===== src/rtl/diff_manchester_decoder.sv =====
// Differential Manchester line decoder: oversampled AXI-Stream line samples in,
// packed decoded bits out on AXI-Stream with frame tlast on flush.
module diff_manchester_decoder #(
  parameter int C_S00_AXIS_TDATA_WIDTH = 32,
  parameter int C_M00_AXIS_TDATA_WIDTH = 32,
  parameter int SAMPLES_PER_BIT        = 8,
  parameter int WORD_BITS              = 8
) (
  input  logic                                s00_axis_aclk,
  input  logic                                s00_axis_areset,
  input  logic                                s00_axis_tvalid,
  input  logic                                s00_axis_tlast,
  input  logic [C_S00_AXIS_TDATA_WIDTH-1:0]   s00_axis_tdata,
  input  logic [C_S00_AXIS_TDATA_WIDTH/8-1:0] s00_axis_tstrb,
  output logic                                s00_axis_tready,
  input  logic                                m00_axis_tready,
  output logic                                m00_axis_tvalid,
  output logic                                m00_axis_tlast,
  output logic [C_M00_AXIS_TDATA_WIDTH-1:0]   m00_axis_tdata,
  output logic [C_M00_AXIS_TDATA_WIDTH/8-1:0] m00_axis_tstrb,
  output logic                                locked
);

  localparam int CW = $clog2(SAMPLES_PER_BIT + SAMPLES_PER_BIT/4 + 1);
  localparam int BW = $clog2(WORD_BITS + 1);
  localparam logic [CW-1:0] MID_LIM  = CW'(SAMPLES_PER_BIT/4);
  localparam logic [CW-1:0] BND_LIM  = CW'(3*SAMPLES_PER_BIT/4);
  localparam logic [CW-1:0] LOSS_LIM = CW'(SAMPLES_PER_BIT + SAMPLES_PER_BIT/4);

  typedef enum logic {HUNT, LOCK} state_t;

  state_t                      state_q, state_d;
  logic [CW-1:0]               cnt_q, cnt_d;
  logic                        mid_q, mid_d;
  logic                        prev_q, prev_d;
  logic [BW-1:0]               bcnt_q, bcnt_d;
  logic [WORD_BITS-1:0]        pack_q, pack_d;
  logic                        m_tvalid_q, m_tlast_q, locked_q;
  logic [C_M00_AXIS_TDATA_WIDTH-1:0] m_tdata_q;

  logic                        accept, sample, trans;
  logic [CW-1:0]               c;
  logic                        bit_vld, bit_val, flush;
  logic [WORD_BITS-1:0]        pack_new;
  logic [BW-1:0]               bcnt_new;
  logic                        word_ld, word_last;
  logic [C_M00_AXIS_TDATA_WIDTH-1:0] word_data;
  logic                        unused_in;

  assign unused_in = ^{s00_axis_tdata[C_S00_AXIS_TDATA_WIDTH-1:1], s00_axis_tstrb};

  assign s00_axis_tready = !m_tvalid_q || m00_axis_tready;
  assign accept = s00_axis_tvalid && s00_axis_tready;
  assign sample = s00_axis_tdata[0];
  assign trans  = sample != prev_q;
  assign c      = cnt_q + CW'(1);

  always_comb begin
    state_d = state_q;
    cnt_d   = cnt_q;
    mid_d   = mid_q;
    prev_d  = prev_q;
    bit_vld = 1'b0;
    bit_val = 1'b0;
    flush   = 1'b0;
    if (accept) begin
      prev_d = sample;
      case (state_q)
        HUNT: begin
          if (trans) begin
            state_d = LOCK;
            cnt_d   = '0;
            mid_d   = 1'b0;
          end
        end
        default: begin
          if (trans && c >= BND_LIM) begin
            bit_vld = 1'b1;
            bit_val = !mid_q;
            cnt_d   = '0;
            mid_d   = 1'b0;
          end else if (trans && c >= MID_LIM) begin
            mid_d = 1'b1;
            cnt_d = c;
          end else if (!trans && c >= LOSS_LIM) begin
            flush   = 1'b1;
            state_d = HUNT;
            cnt_d   = '0;
            mid_d   = 1'b0;
          end else begin
            cnt_d = c;  // includes early glitch transitions
          end
        end
      endcase
      if (s00_axis_tlast) begin
        flush   = 1'b1;
        state_d = HUNT;
        cnt_d   = '0;
        mid_d   = 1'b0;
      end
    end
  end

  // Bit packing; a bit decoded on the flushing sample is included in the flushed word.
  always_comb begin
    pack_new  = bit_vld ? (pack_q | (WORD_BITS'(bit_val) << bcnt_q)) : pack_q;
    bcnt_new  = bit_vld ? bcnt_q + BW'(1) : bcnt_q;
    pack_d    = pack_new;
    bcnt_d    = bcnt_new;
    word_ld   = 1'b0;
    word_last = 1'b0;
    word_data = '0;
    word_data[WORD_BITS-1:0] = pack_new;
    if (bit_vld && bcnt_new == BW'(WORD_BITS)) begin
      word_ld   = 1'b1;
      word_last = s00_axis_tlast;
      pack_d    = '0;
      bcnt_d    = '0;
    end else if (flush) begin
      word_ld   = bcnt_new != '0;
      word_last = 1'b1;
      pack_d    = '0;
      bcnt_d    = '0;
    end
  end

  always_ff @(posedge s00_axis_aclk or posedge s00_axis_areset) begin
    if (s00_axis_areset) begin
      state_q    <= HUNT;
      cnt_q      <= '0;
      mid_q      <= 1'b0;
      prev_q     <= 1'b0;
      bcnt_q     <= '0;
      pack_q     <= '0;
      m_tvalid_q <= 1'b0;
      m_tlast_q  <= 1'b0;
      m_tdata_q  <= '0;
      locked_q   <= 1'b0;
    end else begin
      state_q  <= state_d;
      cnt_q    <= cnt_d;
      mid_q    <= mid_d;
      prev_q   <= prev_d;
      bcnt_q   <= bcnt_d;
      pack_q   <= pack_d;
      locked_q <= state_d == LOCK;
      // word_ld only happens on an accepted sample, so the register is free
      if (word_ld) begin
        m_tvalid_q <= 1'b1;
        m_tlast_q  <= word_last;
        m_tdata_q  <= word_data;
      end else if (m00_axis_tready) begin
        m_tvalid_q <= 1'b0;
      end
    end
  end

  assign m00_axis_tvalid = m_tvalid_q;
  assign m00_axis_tlast  = m_tlast_q;
  assign m00_axis_tdata  = m_tdata_q;
  assign m00_axis_tstrb  = '1;
  assign locked          = locked_q;

endmodule


===== config.mk =====
export PLATFORM = sky130hd
export DESIGN_NAME = diff_manchester_decoder
export DESIGN_NICKNAME = d
export VERILOG_FILES = /design/src/rtl/diff_manchester_decoder.sv
export SDC_FILE = /design/constraint.sdc
export NUM_CORES = 1
export LEC_CHECK = 0
export ABC_AREA = 1
export BUFFER_PORTS_ARGS = -buffer_cell sky130_fd_sc_hd__buf_2
export CORE_ASPECT_RATIO = 1.2
export CORE_MARGIN = 8
export CORE_UTILIZATION = 50
export DETAILED_ROUTE_END_ITERATION = 10
export GPL_TIMING_DRIVEN = 0
export PLACE_DENSITY = 0.87
export SETUP_SLACK_MARGIN = 0.5
export SLEW_MARGIN = 20
export SYNTH_ARGS = -nofsm -noshare
export SYNTH_HDL_FRONTEND = slang
export SYNTH_SLANG_ARGS = --single-unit

===== constraint.sdc =====
create_clock -name s00_axis_aclk -period 3.1 [get_ports s00_axis_aclk]
set_input_delay 0.465 -clock s00_axis_aclk [delete_from_list [all_inputs] [get_ports s00_axis_aclk]]
set_output_delay 0.465 -clock s00_axis_aclk [all_outputs]
set_load 0.05 [all_outputs]

# Word-level counts from Yosys, hierarchy flattened
# Index checks and enable logic that the tools add are counted.
word_totals:
  reg_bits: 29
  latch_bits: 0
  mem_bits_rw: 0
  romBits: 0
  in_bits: 41
  wordCells: 75
  mem_count: 0
classes:
  addsub: 2
  n_mul: 0
  n_div: 0
  n_lt_le_gt_ge: 3
  eq_ne: 3
  shifts: 1
  n_mux: 42
  bitwise_logic: 1
  n_reduce_logical: 14
op_table:
  columns: ["operator", "count"]
  rows:
  - ["$mux 4", 9]
  - ["$mux 1", 30]
  - ["$mux 8", 3]
  - ["$add 4x1->4 const B", 2]
  - ["$or 8x8->8", 1]
  - ["$shl 1x4->8", 1]
  - ["$logic_and 1x1->1", 5]
  - ["$ne 5x2->1 const B", 1]
  - ["$eq 4x4->1 const B", 1]
  - ["$ge 4x2->1 const B", 1]
  - ["$ge 4x3->1 const B", 1]
  - ["$ge 4x4->1 const B", 1]
  - ["$reduce_bool 4->1", 1]
  - ["$logic_not 1->1", 3]
  - ["$reduce_and 3->1", 1]
  - ["$reduce_bool 3->1", 1]
  - ["$reduce_and 2->1", 1]
  - ["$reduce_bool 2->1", 1]
  - ["$logic_or 1x1->1", 1]
  - ["$ne 1x1->1", 1]

# Logic depth before layout (Yosys ltp)
# Gate-level depths: netlist of the first run.
logic_depth:
  depth_word: 12
  depth_mapped: 15
  ltp_nobuf: 15

# Worst setup path after synthesis of the first run
# Ideal clock, no wire load.
synth_timing:
  path_type: "reg2reg"
  startpoint: "reg m_tvalid_q (netlist: m00_axis_tvalid)"
  endpoint: "reg m_tdata_q[0] (netlist: m00_axis_tdata[0])"
  setup_ns: 0.119
  arrival_time_ns: 1.790
  required_time_ns: 2.981
  path_slack_ns: 1.190
  path_stages_with_launch: 11
  path_buffers: 0
  synth_period_minus_slack_ns: 1.910
  cell_sequence: "dfrtp_1 -> a21oi_4 -> nand2_4 -> nor2_8 -> nand2_4 -> nor2_1 -> nand4_4 -> nand2_4 -> nand2_8 -> nand2_1 -> nand2_1"
synth_between:
  elab_chain_cells: 8
  word_cells_on_any_way: 15
  cone_classes: "1 x eq/ne; 1 x shift; 7 x mux; 1 x bitwise; 5 x reduce/logical"
synth_rtl:
  columns: ["element", "line", "text"]
  rows:
  - ["start, declared", "38", "logic m_tvalid_q, m_tlast_q, locked_q;"]
  - ["start signal, assigned", "135", "m_tvalid_q <= 1'b0;"]
  - ["start signal, assigned", "149", "m_tvalid_q <= 1'b1;"]
  - ["start signal, assigned", "153", "m_tvalid_q <= 1'b0;"]
  - ["$logic_not 1->1 *", "52", "assign s00_axis_tready = !m_tvalid_q || m00_axis_tready;"]
  - ["$logic_or 1x1->1 *", "52", null]
  - ["$logic_and 1x1->1 *", "53", "assign accept = s00_axis_tvalid && s00_axis_tready;"]
  - ["$mux 1", "66", "if (accept) begin"]
  - ["$mux 4", "107", "bcnt_new = bit_vld ? bcnt_q + BW'(1) : bcnt_q;"]
  - ["$reduce_bool 4->1 or $eq 4x4->1 (tied branches)", "120, 114", null]
  - ["$mux 1 or $logic_and 1x1->1 (tied branches)", "119, 114", null]
  - ["$mux 1", "114", "if (bit_vld && bcnt_new == BW'(WORD_BITS)) begin"]
  - ["end signal, assigned", "151", "m_tdata_q <= word_data;"]
  - ["end, declared", "39", "logic [C_M00_AXIS_TDATA_WIDTH-1:0] m_tdata_q;"]
# Mark *: on every way between the ends. The rest lies on a longest branch, timed or not.
# A chain may end at the register's enable or synchronous reset.

# Worst setup path after layout of the first run
layout_timing:
  startpoint: "reg cnt_q[0]"
  endpoint: "reg m_tdata_q[5] (netlist: m00_axis_tdata[5])"
layout_between:
  elab_chain_cells: 11
  word_cells_on_any_way: 28
  cone_classes: "1 x add/sub; 3 x order compare; 1 x eq/ne; 1 x shift; 16 x mux; 1 x bitwise; 5 x reduce/logical"
layout_rtl:
  columns: ["element", "line", "text"]
  rows:
  - ["start, declared", "33", "logic [CW-1:0] cnt_q, cnt_d;"]
  - ["start signal, assigned", "141", "cnt_q <= cnt_d;"]
  - ["$add 4x1->4 *", "56", "assign c = cnt_q + CW'(1);"]
  - ["$ge 4x4->1", "85", "end else if (!trans && c >= LOSS_LIM) begin"]
  - ["$logic_and 1x1->1", "85", null]
  - ["$mux 1", "85", null]
  - ["$mux 1", "82", "end else if (trans && c >= MID_LIM) begin"]
  - ["$mux 1", "77", "if (trans && c >= BND_LIM) begin"]
  - ["$mux 1", "68", "case (state_q)"]
  - ["$mux 1", "95", "if (s00_axis_tlast) begin"]
  - ["$mux 1", "66", null]
  - ["$mux 1", "119", "end else if (flush) begin"]
  - ["$mux 1", "114", null]
# Marks and branches as above.

==> results.cfg, run 1 <==
[run_status]
status = finished clean

[sta]
hold_viol = 0
max_freq_ghz = 0.464
tightest_slew_ns = 0.579
period_needed_ns = 2.16
period_share = 0.696
grt_setup_unrepaired = false
final-setup-viol-count = 0
setup_tns_ns = 0
slew_viol_final = 0
worst_clock_skew_ns = 0.00810
whs_ns = 0.243
max_slew_margin = 0.613

[logic_synthesis]
synth-edff-count = 0
syn_area_per_cell_sq_um = 8.60
synth_top_family_by_area = simple AND/OR/NAND/NOR gates
synthXorXnorAreaFrac = 0.00980
synth_flop_cell = dfrtp_1
synthArstFlopShare = 1.00
yosys.area_share.simple = 0.309
netlist_area_sq_um = 1790
synth_seq_cells = 29
synthMuxAreaShare = 0
seq_area_frac_synth = 0.406
yosys.area_share.adder = 0.0210
synth-compound-area-share = 0.0812
synthCells = 208
ys_warn_count = 0
synth_cell_type_count = 31

[die]
die_h_um = 81.5
row_count = 24
dieArea_sq_um = 5750
start_util = 0.505
fp.coreArea_sq_um = 3540
io_pins = 81
die_x_um = 70.6

[grt]
grt_max_degree = 30
antenna_found_initial = 0
grt_pass1_vias = 1472
groute.usage.overall = 0.134
grt_pass1_wl_um = 6090
grt_overflow = 0

[cts]
cts_setup_buffers = 0
cts_tree = done
root_buffer = clkbuf_8
holdBufCountCts = 0
numCtsBuffers = 5
clock_latency_ns = 0.28
cts_resized = 0
htree_levels = 2
clk_pin_slew_ns = 0.07
clock_sinks = 29
cts_max_path_buffers = 2

[power]
p_leak_nw = 1.26
p_int_w = 0.000709
p_per_area_nw_per_um2 = 484
switchingPower_w = 0.000324
p_seq_frac = 0.391
power_frac_clock = 0.389
swShare = 0.314
p_comb_frac = 0.219
max-vdd-ir-drop_mv = 0.308

[worst_setup_path]
r2r_start = cnt_q[0]
worst_setup_path_end_kind = register
startpoint_type = register
required_ns = 3.27
crit_type = reg2reg
worstSetupStartpoint = cnt_q[0]
worst-path-max-fanout = 10
critical_path_arrival_ns = 2.33

[final_layout]
n_fill_cell = 308
nNetsFinal = 302
diodes = 0
layout-drive-gt1-share = 0.309
area_delta_synth_final_pct = 19.5

[detailed_routing]
drcViolationCount = 0
vias_per_cell = 4.91
wire_per_inst_um = 12.6
dr.pass1.iters = 4
wirelength_um = 3760
vias = 1462
ant_nets = 0
first_iter_violations = 94

[placement]
port_buffers = 17
hpwl_um = 2810
place.gp.congestion = 0.864

[min_path]
hold_class = in2async

[run]
drv_cap = 0
## cells in the mapped netlist (2+ instances only)
cell type / number / area share
nand3_2: 2 / 0.011
o21ai_0: 3 / 0.0084
buf_4: 28 / 0.12
o21ai_1: 2 / 0.0056
o21bai_1: 8 / 0.034
a21oi_1: 3 / 0.0084
nand2_2: 5 / 0.017
dfrtp_1: 29 / 0.41
ha_1: 3 / 0.021
nand2_1: 45 / 0.094
nor2_1: 9 / 0.019
nand3_1: 13 / 0.036
xor2_1: 2 / 0.0098
nand2_4: 5 / 0.031
conb_1: 2 / 0.0042
inv_1: 22 / 0.046
nand4_1: 5 / 0.017
a21o_1: 2 / 0.0084
and3_2: 8 / 0.034
## power by group through the flow
| stage | Combinational, W | Sequential, W | Clock [W] |
|---|---|---|---|
| detailed placement | 0.000222 | 0.000411 | 0 |
| global route | 0.000239 | 0.000406 | 0.000422 |
| CTS | 0.000224 | 0.000404 | 0.000404 |
| finish | 0.000226 | 0.000404 | 0.000402 |
| floorplan | 0.000163 | 0.000440 | 0 |
| global placement | 0.000219 | 0.000410 | 0 |
## flip-flops by register name, summed over array words and instances, names as in the netlist
| name | count |
|---|---|
| cnt_q | 4 |
| prev_q | 1 |
| pack_q | 8 |
| bcnt_q | 4 |
| m00_axis_tlast | 1 |
| m00_axis_tdata | 8 |
| mid_q | 1 |
| m00_axis_tvalid | 1 |
| locked | 1 |
## cell usage in the layout (no fill, tap or decap), types with 2 or more instances in the layout
master	n
nand2_2	5
buf_4	28
o21ai_1	2
a21o_1	2
nand2_1	45
nand3_2	2
dfrtp_1	29
buf_2	17
inv_2	2
o21bai_1	8
xor2_1	2
nand3_1	13
a21oi_1	3
and3_2	8
nand2_4	5
nor2_1	9
inv_1	21
o21ai_0	3
clkbuf_8	6
conb_1	28
ha_1	3
nand4_1	5
## per-stage QoR
| stage | area, sq um | setup WS [ns] | utilization | power (W) | std cells |
|---|---|---|---|---|---|
| floorplan | 1890 | 1.19 | - | 0.000604 | 234 |
| global placement | 2020 | 1.05 | 0.570 | 0.000629 | 290 |
| detailed placement | 2020 | 0.988 | 0.570 | 0.000633 | 290 |
| CTS | 2140 | 0.947 | 0.603 | 0.00103 | 298 |
| global route | 2140 | 0.815 | 0.603 | 0.00107 | 298 |
| finish | 2140 | 0.944 | 0.603 | 0.00103 | 298 |
## metal layers
layer / vias up / track usage / wire, um
met3: 17 / 0.0525 / 302
met5: - / 0 / 0
met1: 677 / 0.125 / 1380
met4: 0 / 0.0854 / 111
met2: 61 / 0.244 / 1970
li1: 707 / - / -
## cell families (layout without fill, tap and decap cells)
family / count (synthesis) / after routing
other cells: 2 / 28
compound gates: 21 / 21
flops: 29 / 29
fa+ha+maj: 3 / 3
buf+inv: 52 / 77
simple gates: 99 / 99
xor+xnor: 2 / 2
## final timing paths
check	slack, ns	cells after the start	to
worst max-delay path	0.94	11	m00_axis_tdata[5]
worst min-delay path	0.24	2	m00_axis_tlast
worst max register to register	0.94	11	m00_axis_tdata[5]
worst min register to register	0.46	2	m00_axis_tdata[0]
max in group asynchronous	2.47	2	bcnt_q[2]
min in group s00_axis_aclk	0.43	3	prev_q
## worst max-delay path: stages (launching register included)
cell	delay, ns
dfrtp_1	0.45
ha_1	0.36
nand2_1	0.09
nand3_2	0.10
nand2_4	0.12
nand2_4	0.07
nor2_1	0.20
nand4_4	0.22
nand2_4	0.21
nand2_8	0.09
nand2_1	0.07
nand2_1	0.05
## layout make-up
| cell class | instances | area [sq um] | share of cell area |
|---|---|---|---|
| plain buffers | 29 | 215 | 0.101 |
| well taps | 39 | 48.8 | 0.0228 |
| repair buffers | 17 | 85.1 | 0.0398 |
| clock inverters | 1 | 30.0 | 0.0141 |
| multi-input cells | 153 | 858 | 0.402 |
| inverters | 23 | 86.3 | 0.0404 |
| flip-flops and latches | 29 | 726 | 0.340 |
| clock buffers | 7 | 86.3 | 0.0404 |
Power figures use the tool's default switching activity.
==> inputs of run 2 (changes only) <==
--- a/config.mk
+++ b/config.mk
@@ -9,10 +9,10 @@
 export BUFFER_PORTS_ARGS = -buffer_cell sky130_fd_sc_hd__buf_2
 export CORE_ASPECT_RATIO = 1.2
 export CORE_MARGIN = 8
-export CORE_UTILIZATION = 50
+export CORE_UTILIZATION = 42
 export DETAILED_ROUTE_END_ITERATION = 10
 export GPL_TIMING_DRIVEN = 0
-export PLACE_DENSITY = 0.87
+export PLACE_DENSITY = 0.79
 export SETUP_SLACK_MARGIN = 0.5
 export SLEW_MARGIN = 20
 export SYNTH_ARGS = -nofsm -noshare
==> constraint.sdc (replaced) <==
create_clock -name s00_axis_aclk -period 1.7 [get_ports s00_axis_aclk]
set_input_delay 0.255 -clock s00_axis_aclk [delete_from_list [all_inputs] [get_ports s00_axis_aclk]]
set_output_delay 0.255 -clock s00_axis_aclk [all_outputs]
set_load 0.05 [all_outputs]
==> results.cfg, run 2 (synthesized netlist as in run 1, its figures left out) <==
[min_path]
hold_class = in2async

[grt]
grt_max_degree = 30
groute.usage.overall = 0.140
grt_pass1_vias = 1512
antenna_found_initial = 0
grt_pass1_wl_um = 7070
grt_overflow = 0

[run]
drv_cap = 0

[worst_setup_path]
path_cells = ha_2, or2_4, nand3_4, nand2_8, nand2_8, nand2_4, nand2_4, nand2_4, nor2_4, nand2_8, nand2_8, nand2_2, nand2_2
critPathMaxStageDelay_ns = 0.43
critical-path-slowest-cell = dfrtp_1
worst_setup_path_end_kind = register
cp-endpoint = m00_axis_tlast
worst-path-max-fanout = 6
required_ns = 1.93
cp_common_cell = nand2_8
worstSetupStartpoint = cnt_q[0]
crit_cells = 13
reg2reg_to = m00_axis_tlast
reg2reg_slack_ns = -0.30
startpoint_type = register
critical_path_buf_inv_count = 0
critical_path_arrival_ns = 2.23
r2r_start = cnt_q[0]
worst_r2r_path_depth = 13
crit_type = reg2reg
crit_family = simple AND/OR/NAND/NOR gates

[run_status]
status = complete, but fails checks
violations = negative setup slack

[placement]
hpwl_um = 2730
port_buffers = 17
dp.cells = 307
placed_cell_area_sq_um = 2060
place.gp.congestion = 0.838

[cts]
clk_pin_slew_ns = 0.07
numCtsBuffers = 5
clock_latency_ns = 0.29
clock_sinks = 29
htree_levels = 2
root_buffer = clkbuf_8
cts_max_path_buffers = 2
cts_tree = done

[die]
die_x_um = 75.6
row_count = 26
io_pins = 81
start_util = 0.429
dieArea_sq_um = 6610
fp.coreArea_sq_um = 4160
die_h_um = 87.5

[power]
p_int_w = 0.00134
p_seq_frac = 0.374
switchingPower_w = 0.000643
power_frac_clock = 0.378
p_comb_frac = 0.248
swShare = 0.325
p_leak_nw = 1.34
max-vdd-ir-drop_mv = 0.545
p_per_area_nw_per_um2 = 777

[detailed_routing]
dr.pass1.iters = 4
vias_per_cell = 4.71
wirelength_um = 4720
drcViolationCount = 0
wire_per_inst_um = 14.4
ant_nets = 0
vias = 1541
first_iter_violations = 90

[sta]
max_freq_ghz = 0.500
worst_clock_skew_ns = 0.00556
grt_setup_unrepaired = true
slew_viol_final = 0
period_share = 1.18
max_slew_margin = 0.587
hold_viol = 0
period_needed_ns = 2.00
final.setup.worst_slack_ns = -0.302
tightest_slew_ns = 0.618
final-setup-viol-count = 22

[final_layout]
mostFrequentLayoutCell = buf_4
layout-drive-gt1-share = 0.506
nNetsFinal = 314
fin_area_sq_um = 2550
fin_cells = 327
n_fill_cell = 328
diodes = 0
area_delta_synth_final_pct = 42.6
layout_common_cells = buf_4 (37), conb_1 (28), dfrtp_1 (27), nand2_1 (26), nand2_2 (16)
-- run 2: cell count changes in the layout (fill, tap and decap cells not counted), sizes merged --
cell / previous run / this run
buf: 45 / 49
clkbuf: 8 / 12
nand2: 56 / 59
nand4: 6 / 7
-- run 2: how the worst min path moves through the flow --
stage | from | to | slack [ns] | cells past startpoint
after CTS | s00_axis_tdata[0] | prev_q | 0.24 | 3
after global placement | m00_axis_tdata[5] | m00_axis_tdata[5] | 0.45 | 2
final | s00_axis_areset | prev_q | 0.04 | 2
after floorplan | s00_axis_areset | bcnt_q[0] | 0.33 | 1
after global routing | s00_axis_areset | prev_q | 0.11 | 2
after detailed placement | m00_axis_tdata[4] | m00_axis_tdata[4] | 0.45 | 2
-- run 2: through the flow --
stage	util	hold WS, ns	worst slack, ns	TNS, ns	total power (W)
2_1_floorplan	-	0.333	-0.109	-1.07	0.00111
3_3_place_gp	0.495	0.453	-0.296	-4.23	0.00116
3_5_place_dp	0.495	0.454	-0.362	-5.59	0.00116
4_1_cts	0.574	0.242	-0.262	-4.53	0.00194
5_1_grt	0.612	0.107	-0.388	-7.56	0.00205
6_report	0.612	0.0430	-0.302	-5.38	0.00198
-- run 2: metal layers --
| metal | part of all wire | vias up | GRT usage |
|---|---|---|---|
| met1 | 0.37 | 745 | 0.146 |
| li1 | - | 738 | - |
| met5 | 0 | - | 0 |
| met3 | 0.053 | 11 | 0.0461 |
| met2 | 0.57 | 47 | 0.253 |
| met4 | 0.013 | 0 | 0.0403 |
-- run 2: layout make-up --
class / count / area (sq um) / share of cell area
Multi-Input combinational cell: 157 / 1150 / 0.449
Buffer: 29 / 224 / 0.0878
Clock inverter: 1 / 30.0 / 0.0118
Inverter: 23 / 91.3 / 0.0358
Tap cell: 56 / 70.1 / 0.0275
Timing Repair Buffer: 25 / 174 / 0.0682
Clock buffer: 7 / 86.3 / 0.0339
Sequential cell: 29 / 728 / 0.286
-- run 2: worst reg2reg max path: stages, from the launching register on --
cell     delay (ns)
dfrtp_1        0.43
ha_2           0.20
or2_4          0.24
nand3_4        0.09
nand2_8        0.09
nand2_8        0.12
nand2_4        0.06
nand2_4        0.12
nand2_4        0.06
nor2_4         0.19
nand2_8        0.13
nand2_8        0.12
nand2_2        0.06
nand2_2        0.05
-- run 2: repair_timing --
| item | in CTS | in global routing |
|---|---|---|
| setup endpoints to repair | 31 | 31 |
| buffers inserted | 5 | 3 |
| pin swaps | 11 | 16 |
| hold buffers | 0 | 0 |
| gates resized for setup | 31 | 37 |
| endpoints found under the hold margin | 0 | 0 |
| cloned | 4 | 0 |
-- run 2: power by group through the flow --
stage	Clock (W)	Sequential, W	Combinational [W]
after floorplan	0	0.000806	0.000302
after global placement	0	0.000750	0.000407
after detailed placement	0	0.000751	0.000410
after CTS	0.000748	0.000740	0.000451
after global routing	0.000780	0.000745	0.000527
final	0.000748	0.000741	0.000492
